[config.mk]
export PLATFORM = sky130hd
export DESIGN_NAME = issue_unit
export DESIGN_NICKNAME = d
export VERILOG_FILES = /design/src/rtl/issue_unit.sv
export SDC_FILE = /design/constraint.sdc
export NUM_CORES = 1
export LEC_CHECK = 0
export CORE_MARGIN = 2
export CORE_UTILIZATION = 40
export CTS_CLUSTER_SIZE = 8
export DETAILED_ROUTE_END_ITERATION = 8
export PLACE_DENSITY_LB_ADDON = 0.3
export SETUP_SLACK_MARGIN = 0.5
export SYNTH_ARGS = -nofsm -noshare
export SYNTH_HDL_FRONTEND = slang
export SYNTH_SLANG_ARGS = --single-unit
[constraint.sdc]
create_clock -name clk -period 7.5 [get_ports clk]
set_input_delay 2.25 -clock clk [delete_from_list [all_inputs] [get_ports clk]]
set_output_delay 2.25 -clock clk [all_outputs]
set_load 0.01 [all_outputs]
[src/rtl/issue_unit.sv]
// issue_unit: round-robin warp issue arbiter with per-warp branch stall.
module issue_unit #(
    parameter int NUM_WARPS    = 8,
    parameter int LOGNUM_WARPS = $clog2(NUM_WARPS)
) (
    input  logic                    clk,
    input  logic                    rst,
    input  logic [NUM_WARPS-1:0]    req_IB_IU,
    input  logic [NUM_WARPS-1:0]    branch_IB_IU,
    input  logic                    stall_OC_IU,
    input  logic                    resolve_SIMT_IU,
    input  logic [LOGNUM_WARPS-1:0] resolve_warpID_SIMT_IU,
    output logic [NUM_WARPS-1:0]    grt_IU_IB,
    output logic                    valid_IU_OC,
    output logic [LOGNUM_WARPS-1:0] warpID_IU_OC,
    output logic [NUM_WARPS-1:0]    branch_pending_IU
);
    logic [LOGNUM_WARPS-1:0] rr_ptr, idx, gid;
    logic [NUM_WARPS-1:0]    pend, elig, set, clr;
    logic                    hit;

    always_comb begin
        elig = req_IB_IU & ~pend;
        idx  = '0;
        gid  = '0;
        hit  = 1'b0;
        for (int i = 0; i < NUM_WARPS; i++) begin
            idx = LOGNUM_WARPS'((32'(rr_ptr) + 32'(i)) % NUM_WARPS);
            if (!hit && elig[idx]) begin
                hit = 1'b1;
                gid = idx;
            end
        end
    end

    // rst gates the grant so an asserted reset kills it without waiting for an edge
    assign valid_IU_OC       = hit & ~stall_OC_IU & rst;
    assign warpID_IU_OC      = valid_IU_OC ? gid : '0;
    assign grt_IU_IB         = valid_IU_OC ? NUM_WARPS'(1) << gid : '0;
    assign branch_pending_IU = pend;
    assign set               = grt_IU_IB & branch_IB_IU;
    assign clr               = resolve_SIMT_IU ? NUM_WARPS'(1) << resolve_warpID_SIMT_IU : '0;

    always_ff @(posedge clk or negedge rst) begin
        if (!rst) begin
            rr_ptr <= '0;
            pend   <= '0;
        end else begin
            if (valid_IU_OC)
                rr_ptr <= (gid == LOGNUM_WARPS'(NUM_WARPS - 1)) ? '0 : gid + 1'b1;
            pend <= (pend & ~clr) | set;
        end
    end
endmodule

Word level (Yosys, flattened, before mapping)
Index checks and enable logic that the tools add are counted.
{"block": "word_totals", "reg_bits": 11, "input_bits": 23, "elab_cells": 80}
{"block": "classes", "addsub": 8, "n_lt_le_gt_ge": 8, "eq_ne": 1, "n_shift": 2, "n_mux": 36, "bitwise_logic": 9, "reduce_logical": 14}
{"op": "3-bit by 4-bit less-than comparator with 1-bit output, second input constant", "n": 8}
{"op": "3-bit two-way mux", "n": 10}
{"op": "8-bit AND", "n": 3}
{"op": "1-bit binary-select mux with 3-bit select", "n": 8}
{"op": "1-bit two-way mux", "n": 16}
{"op": "8-bit two-way mux", "n": 2}
{"op": "8-bit inverter", "n": 2}
{"op": "1-bit by 3-bit left shift with 8-bit output, first input constant", "n": 2}
{"op": "3-bit adder, second input constant", "n": 4}
{"op": "8-bit OR", "n": 1}
{"op": "1-bit logical AND", "n": 7}
{"op": "1-bit logical NOT", "n": 7}
{"op": "3-bit by 1-bit adder with 3-bit output, second input constant", "n": 2}
{"op": "3-bit by 2-bit adder with 3-bit output, second input constant", "n": 2}
{"op": "3-bit == test, second input constant", "n": 1}
{"op": "1-bit AND", "n": 2}
{"op": "1-bit inverter", "n": 1}

Logic depth before layout (Yosys ltp)
Gate-level depths: netlist of the first run.
{"block": "depth", "ltp_word": 31, "ltp_mapped": 16, "depth_no_buf": 13}

Worst setup path after synthesis of the first run
Ideal clock, no wire load.
{"block": "synth_path", "kind": "input to output", "from": "input port req_IB_IU[0]", "to": "output port grt_IU_IB[0]", "arrival_ns": 4.473, "setup_slack_ns": 0.777, "path_stages": 10, "n_path_buf": 0, "path_cell_list": "nor2b_1 -> mux4_2 -> and2_1 -> a2111oi_0 -> a2bb2oi_1 -> o32ai_1 -> and2_1 -> ha_1 -> inv_1 -> nor3_1"}
{"block": "synth_between", "elab_chain_cells": 28, "word_cells_on_any_way": 51, "cone_classes": "shift (1); mux (33); bitwise (3); reduce/logical (14)"}
{"item": "start, declared", "line": "8", "rtl": "input logic [NUM_WARPS-1:0] req_IB_IU,"}
{"item": "8-bit AND (*)", "line": "23", "rtl": "elig = req_IB_IU & ~pend;"}
{"item": "1-bit binary-select mux with 3-bit select", "line": "29", "rtl": "if (!hit && elig[idx]) begin"}
{"item": "1-bit two-way mux (not written as such)", "line": "29"}
{"item": "1-bit two-way mux", "line": "29"}
{"item": "1-bit logical NOT", "line": "29"}
{"item": "1-bit logical AND", "line": "29"}
{"item": "1-bit two-way mux", "line": "29"}
{"item": "1-bit logical NOT", "line": "29"}
{"item": "[11 not listed]"}
{"item": "1-bit logical NOT", "line": "29"}
{"item": "1-bit logical AND", "line": "29"}
{"item": "1-bit two-way mux", "line": "29"}
{"item": "1-bit logical NOT", "line": "29"}
{"item": "1-bit logical AND", "line": "29"}
{"item": "1-bit two-way mux", "line": "29"}
{"item": "1-bit AND (2 in a row)", "line": "37", "rtl": "assign valid_IU_OC = hit & ~stall_OC_IU & rst;"}
{"item": "8-bit two-way mux (*)", "line": "39", "rtl": "assign grt_IU_IB = valid_IU_OC ? NUM_WARPS'(1) << gid : '0;"}
{"item": "end, declared", "line": "13", "rtl": "output logic [NUM_WARPS-1:0] grt_IU_IB,"}
Every way passes the cells marked *; elsewhere a longest branch is shown, timed or not. The select of a mux whose other input is x is not followed.

Final worst setup path of the first run
{"block": "layout_path", "from": "input port req_IB_IU[7]", "to": "output port grt_IU_IB[7]"}
The elaborated chain is that of the path after synthesis.

==> results of run 1 <==
==> worst min-delay path: stages (launching register included) <==
cell,delay (ns)
dfrtp_1,0.41
o21ai_0,0.08
o21ai_1,0.06
==> metal layers <==
layer / vias up / global-route usage [%]
met5: - / 0
met4: 0 / 10.46
met3: 19 / 3.363
met2: 75 / 42.52
met1: 942 / 33.67
li1: 913 / -
==> repair_timing <==
action                     4_1_cts  5_1_grt
buffers inserted                19        5
setup endpoints to repair       12       10
gates cloned                     0        0
gates resized for setup        132       30
pin swaps                       25       14
==> flip-flops by register name (all words and copies together), names as in the netlist <==
register	count
rr_ptr	3
branch_pending_IU	8
==> layout by cell type, fill, tap and decap left out, types with 2 or more instances in the layout <==
cell type	count
and2_4	3
a21oi_1	3
nand2_1	14
clkbuf_8	3
clkbuf_2	8
xnor2_2	2
nand3_4	2
dlygate4sd2_1	3
nor2b_1	2
o21ai_1	4
or4bb_4	2
ha_4	5
clkdlybuf4s50_1	22
buf_2	6
inv_4	2
nand2b_4	2
dfrtp_1	11
mux4_2	10
mux2_4	4
o21a_1	2
nand2b_1	6
buf_6	13
nor3_1	3
nand3_1	7
and3_1	2
nand2_2	3
a41o_1	3
a21oi_2	3
mux2i_1	7
ha_1	2
buf_4	45
mux2i_4	3
o21ai_0	6
nor4_4	4
nor2b_4	8
inv_1	9
nor2_1	6
==> cell type report <==
cell class / count / area, µm² / share of cell area (%)
multi-input combinational: 157 / 1768 / 58.70
timing repair buffer: 98 / 810.8 / 26.92
sequential: 11 / 275.3 / 9.140
tap: 50 / 62.56 / 2.077
inverter: 12 / 50.05 / 1.662
clock buffer: 4 / 45.04 / 1.496
==> worst paths after layout <==
kind | slack [ns] | cells past startpoint | start | to
hold reg to reg | 0.60 | 2 | branch_pending_IU[1]$_DFF_PN0_ | branch_pending_IU[1]$_DFF_PN0_
hold / removal | 0.60 | 2 | branch_pending_IU[1]$_DFF_PN0_ | branch_pending_IU[1]$_DFF_PN0_
setup reg to reg | 3.97 | 16 | rr_ptr[0]$_DFFE_PN0N_ | rr_ptr[2]$_DFFE_PN0N_
max in group asynchronous | 4.91 | 2 | rst | branch_pending_IU[0]$_DFF_PN0_
min in group asynchronous | 2.45 | 2 | rst | branch_pending_IU[2]$_DFF_PN0_
setup / recovery | 0.61 | 15 | req_IB_IU[7] | grt_IU_IB[7]
==> stage by stage <==
| step | TNS [ns] | instance area (µm²) |
|---|---|---|
| 6_report | 0 | 3012 |
| 2_1_floorplan | 0 | 1694 |
| 3_5_place_dp | -2.057 | 2347 |
| 5_1_grt | 0 | 3012 |
| 4_1_cts | 0 | 2930 |
| 3_3_place_gp | -1.753 | 2347 |
==> kinds of logic after synthesis <==
group	after synthesis
AND/OR/NAND/NOR	76
adder cells (fa/ha/maj)	7
multiplexers	26
buffers and inverters	22
flip-flops	11
XOR/XNOR	3
AO/OA/AOI/OAI	45
==> run summary, run 1 <==
Status = complete, no violations
Aggregate global routing overflow = 0
I/O Pins = 43
Synth top area cells = dfrtp_1, mux4_2, mux2i_1
Vias per cell = 5.870
Simple logic cell fraction of the synthesized area = 24.59%
Total CTS buffers = 3
Final min period = 6.892 ns
Area growth syn-to-layout = 77.77%
Critical setup path kind = in -> out
Die height = 69.08 µm
CTS Root Cell = clkbuf_8
Top delay family on crit path = multiplexers
Via count = 1949
Synth Cell Area = 1694 µm²
Initial Util = 42.05%
Worst skew pair latency = 0.24 ns
DP Worst Slack = -0.2984 ns
Met1 Routed Length = 2572 µm
Max frequency = 145.1 MHz
DRT iter0 DRCs = 102
Max Buffers Root-to-Sink = 2
Slew of the pin with the lowest slew margin = 0.6785 ns
Crit-path max FO = 3
Sequential share of the synthesized area = 16.25%
Final worst slack = 0.6084 ns
Max-cap viol count = 0
Final core area utilization = 74.75%
Buf+Inv Stages, Crit Path = 6
Synth top cells by count = nand2_1, dfrtp_1, mux2i_1
Syn Area/Cell = 8.916 µm²
Total Routing Usage GR = 25.67%
Max_slew headroom = 54.77%
Std-Cell Rows = 23
Share of post-route cells with drive strength above 1 = 53.55%
Post-synth top area share = 16.25%
Synth Instances = 190
CTS tree = yes
Initial antenna violation count = 0
Post-DP HPWL = 3844 µm
Critical path launch point type = input pin
Vias in the first global route = 1967
Worst hold-check path type = reg -> reg
Drt total wl = 6105 µm
Global-route wire length before repair = 9908 µm
Max Used Layer = met4
Met2 WL = 3043 µm
Setup skew after layout = 0.001929 ns
Final non-filler cell total = 332
Post-Syn Nets = 220
Synth Area in Compound Gates = 21.27%
Critical Path RT = 5.25 ns
Die width = 69.08 µm
Setup repair after global routing missed its margin = no
CP most frequent cell = buf_6
Top FF cell, synth = dfrtp_1
Tcrit/Tclk final = 91.89%
Post-synthesis adder-cell area fraction = 5.170%
Worst setup EP type = primary output
Multiplexer share of the synthesized area = 23.34%
Largest net degree at the start of global routing = 15
Hold Slack = 0.5963 ns
Endpoints failing hold = 0
Die area = 4772 µm²
Gpl congestion = 0.8943
Clk slew on worst S/H paths = 0.05 ns
Ant. Diodes = 0
Core Area = 4029 µm²
Largest family of logic cells by synthesized area = simple AND/OR/NAND/NOR gates
Top-count cell post-synth = nand2_1
# hold bufs at CTS = 0
Crit path cell chain = clkbuf_2 > buf_6 > nor2b_4 > mux4_2 > mux2i_4 > buf_6 > buf_6 > nor4_4 > o32ai_4 > nand2_2 > buf_6 > ha_4 > ha_4 > and2_4 > buf_6
Synth unique cells = 57
Fillers = 302
Ys async rst share = 100.0%
H-Tree Depth = 1
Mean routed wirelength per cell = 18.39 µm
IO buf count = 42
Post-synth EDFFs = 0
Largest area contributor in the netlist = dfrtp_1
Drt drc = 0
Final setup violation count = 0
Final ANT Viol Nets = 0
Clock sink count = 11
Area share of xor/xnor cells in the synthesized design = 2.437%
Final Max Tran Viols = 0
Placed Instances = 304
Critical Path Slowest Stage Cell = mux4_2
Metal3 WL = 304 µm
Pre-antenna DRT Iters = 4
Synth Register Bits = 11
Synth Warn # = 0
Critical Path AT = 4.64 ns
Nets = 313
CP peak stage delay = 0.54 ns
Power of run 1 is not shown: default switching activity piles up to over one toggle a cycle in this logic, so the estimate is an artifact.
==> run 2, diff against run 1 <==
MAX_ROUTING_LAYER = met4   (was unset)
TNS_END_PERCENT = 5   (was unset)
==> run 2 against run 1 <==
  * Worst setup slack worse by 0.091 ns
  * Critical path depth is 2 lower
  * Clock skew is 0.0011 ns lower
  * Count of clock-buffer cells in the layout stayed put
  * Critical endpoint unchanged
  * Largest cell class unchanged
==> run summary, run 2 (synthesis results as in run 1) <==
Clock sink count = 11 (unchanged)
Hold Slack = 0.6092 ns (+0.01293 ns)
Global-route wire length before repair = 9501 µm (-4.1%)
IO buf count = 42 (unchanged)
Std-Cell Rows = 23 (unchanged)
Worst setup EP type = primary output
I/O Pins = 43 (unchanged)
H-Tree Depth = 1 (unchanged)
Vias in the first global route = 1941 (-1.3%)
Fillers = 251 (-17%)
Slew of the pin with the lowest slew margin = 0.6932 ns (+0.01475 ns)
Core Area = 4029 µm² (unchanged)
Share of post-route cells with drive strength above 1 = 51.21% (-2.3 points)
Largest net degree at the start of global routing = 16 (+1)
Drt total wl = 6585 µm (+7.9%)
Commonest non-fill, non-tap cell in the layout = buf_4
Critical setup path kind = in -> out
Die height = 69.08 µm (unchanged)
Gpl congestion = 0.9654 (+8.0%)
Tcrit/Tclk final = 93.10% (+1.2 points)
Clk slew on worst S/H paths = 0.05 ns (about the same)
Vias per cell = 5.997 (+2.2%)
Ant. Diodes = 0 (unchanged)
Most frequent cells in the layout = buf_4, clkdlybuf4s50_1, nand2_1
Critical Path RT = 5.25 ns (about the same)
Critical Path AT = 4.73 ns (+0.09 ns)
Max_slew headroom = 53.78% (-0.98 points)
Critical path launch point type = input pin
Final min period = 6.983 ns (+0.09093 ns)
Setup repair after global routing missed its margin = yes
CTS Root Cell = clkbuf_8
Final setup violation count = 0 (unchanged)
Placed Instances = 309 (+1.6%)
CTS tree = yes
Mean routed wirelength per cell = 19.42 µm (+5.6%)
Max reg flops = 8 (unchanged)
Status = complete, no violations
Final worst slack = 0.5175 ns (-0.09093 ns)
Worst hold-check path type = reg -> reg
DP Worst Slack = -0.3750 ns (-0.07660 ns)
# hold bufs at CTS = 0 (unchanged)
Endpoints failing hold = 0 (unchanged)
Setup tns final = 0 ns (unchanged)
Setup skew after layout = 0.0008785 ns (-0.001051 ns)
Die width = 69.08 µm (unchanged)
Max-cap viol count = 0 (unchanged)
Multi-input gate area = 1750 µm² (-0.99%)
Worst skew pair latency = 0.24 ns (about the same)
Final non-filler cell total = 339 (+2.1%)
DRT iter0 DRCs = 141 (+38%)
Total Routing Usage GR = 24.86% (-0.81 points)
Nets = 320 (+2.2%)
Via count = 2033 (+4.3%)
Area growth syn-to-layout = 82.20%
Pre-antenna DRT Iters = 4 (unchanged)
Total CTS buffers = 3 (unchanged)
Die area = 4772 µm² (unchanged)
Drt drc = 0 (unchanged)
Crit-path max FO = 4 (+1)
Max frequency = 143.2 MHz (-1.3%)
Initial antenna violation count = 0 (unchanged)
Aggregate global routing overflow = 0 (unchanged)
Post-DP HPWL = 4019 µm (+4.5%)
Initial Util = 42.05% (unchanged)
Final ANT Viol Nets = 0 (unchanged)
Final Max Tran Viols = 0 (unchanged)
Area taken by flip-flops and latches = 275.3 µm² (unchanged)
Max Buffers Root-to-Sink = 2 (unchanged)
run 2: area by class of cell:
type	count	share of cell area [%]
Clock buffer	4	1.459
Sequential cell	11	8.918
Tap cell	50	2.027
Timing Repair Buffer	105	29.27
Inverter	12	1.621
Multi-Input combinational cell	157	56.71
run 2: per-layer routing:
metal,part of all wire [%],GRT usage [%],vias to the layer above
li1,-,-,933
met1,41,31.32,1001
met2,51,41.24,84
met3,5.8,2.924,15
met4,2.3,8.715,0
met5,0,-,-
run 2: timing repair:
item,4_1_cts,5_1_grt
gates resized for setup,93,42
buffers inserted,13,13
pin swaps,12,19
endpoints found under the setup margin,12,12
run 2: worst paths after layout:
kind / depth (start not counted) / startpoint / to / slack, ns
max: 13 / req_IB_IU[3] / grt_IU_IB[7] / 0.52
min: 2 / branch_pending_IU[0]$_DFF_PN0_ / branch_pending_IU[0]$_DFF_PN0_ / 0.61
max reg2reg: 15 / rr_ptr[1]$_DFFE_PN0N_ / branch_pending_IU[5]$_DFF_PN0_ / 3.54
min reg2reg: 2 / branch_pending_IU[0]$_DFF_PN0_ / branch_pending_IU[0]$_DFF_PN0_ / 0.61
max in group asynchronous: 2 / rst / rr_ptr[0]$_DFFE_PN0N_ / 5.04
min in group asynchronous: 2 / rst / branch_pending_IU[5]$_DFF_PN0_ / 2.30
run 2: through the flow:
step,util (%),cell area [µm²]
6_report,76.61,3087
5_1_grt,76.61,3087
4_1_cts,69.78,2811
3_5_place_dp,59.19,2385
3_3_place_gp,59.19,2385
2_1_floorplan,-,1694
run 2: critical path, stage by stage:
cell	delay [ns]
dlymetal6s2s_1	0.15
nor2b_4	0.14
mux2_4	0.32
nor4_4	0.34
o41ai_4	0.17
or3_1	0.39
a22oi_2	0.19
buf_4	0.16
inv_4	0.04
ha_4	0.17
ha_4	0.16
and2_4	0.13
buf_6	0.11
Power of run 2 is left out for the same reason.
==> run 3, diff against run 2 <==
HOLD_SLACK_MARGIN = 0.15   (was unset)
==> results of run 3 <==
Same layout as run 2: the final DEF is identical, and so are final timing and power.
Power of run 3 is left out for the same reason.
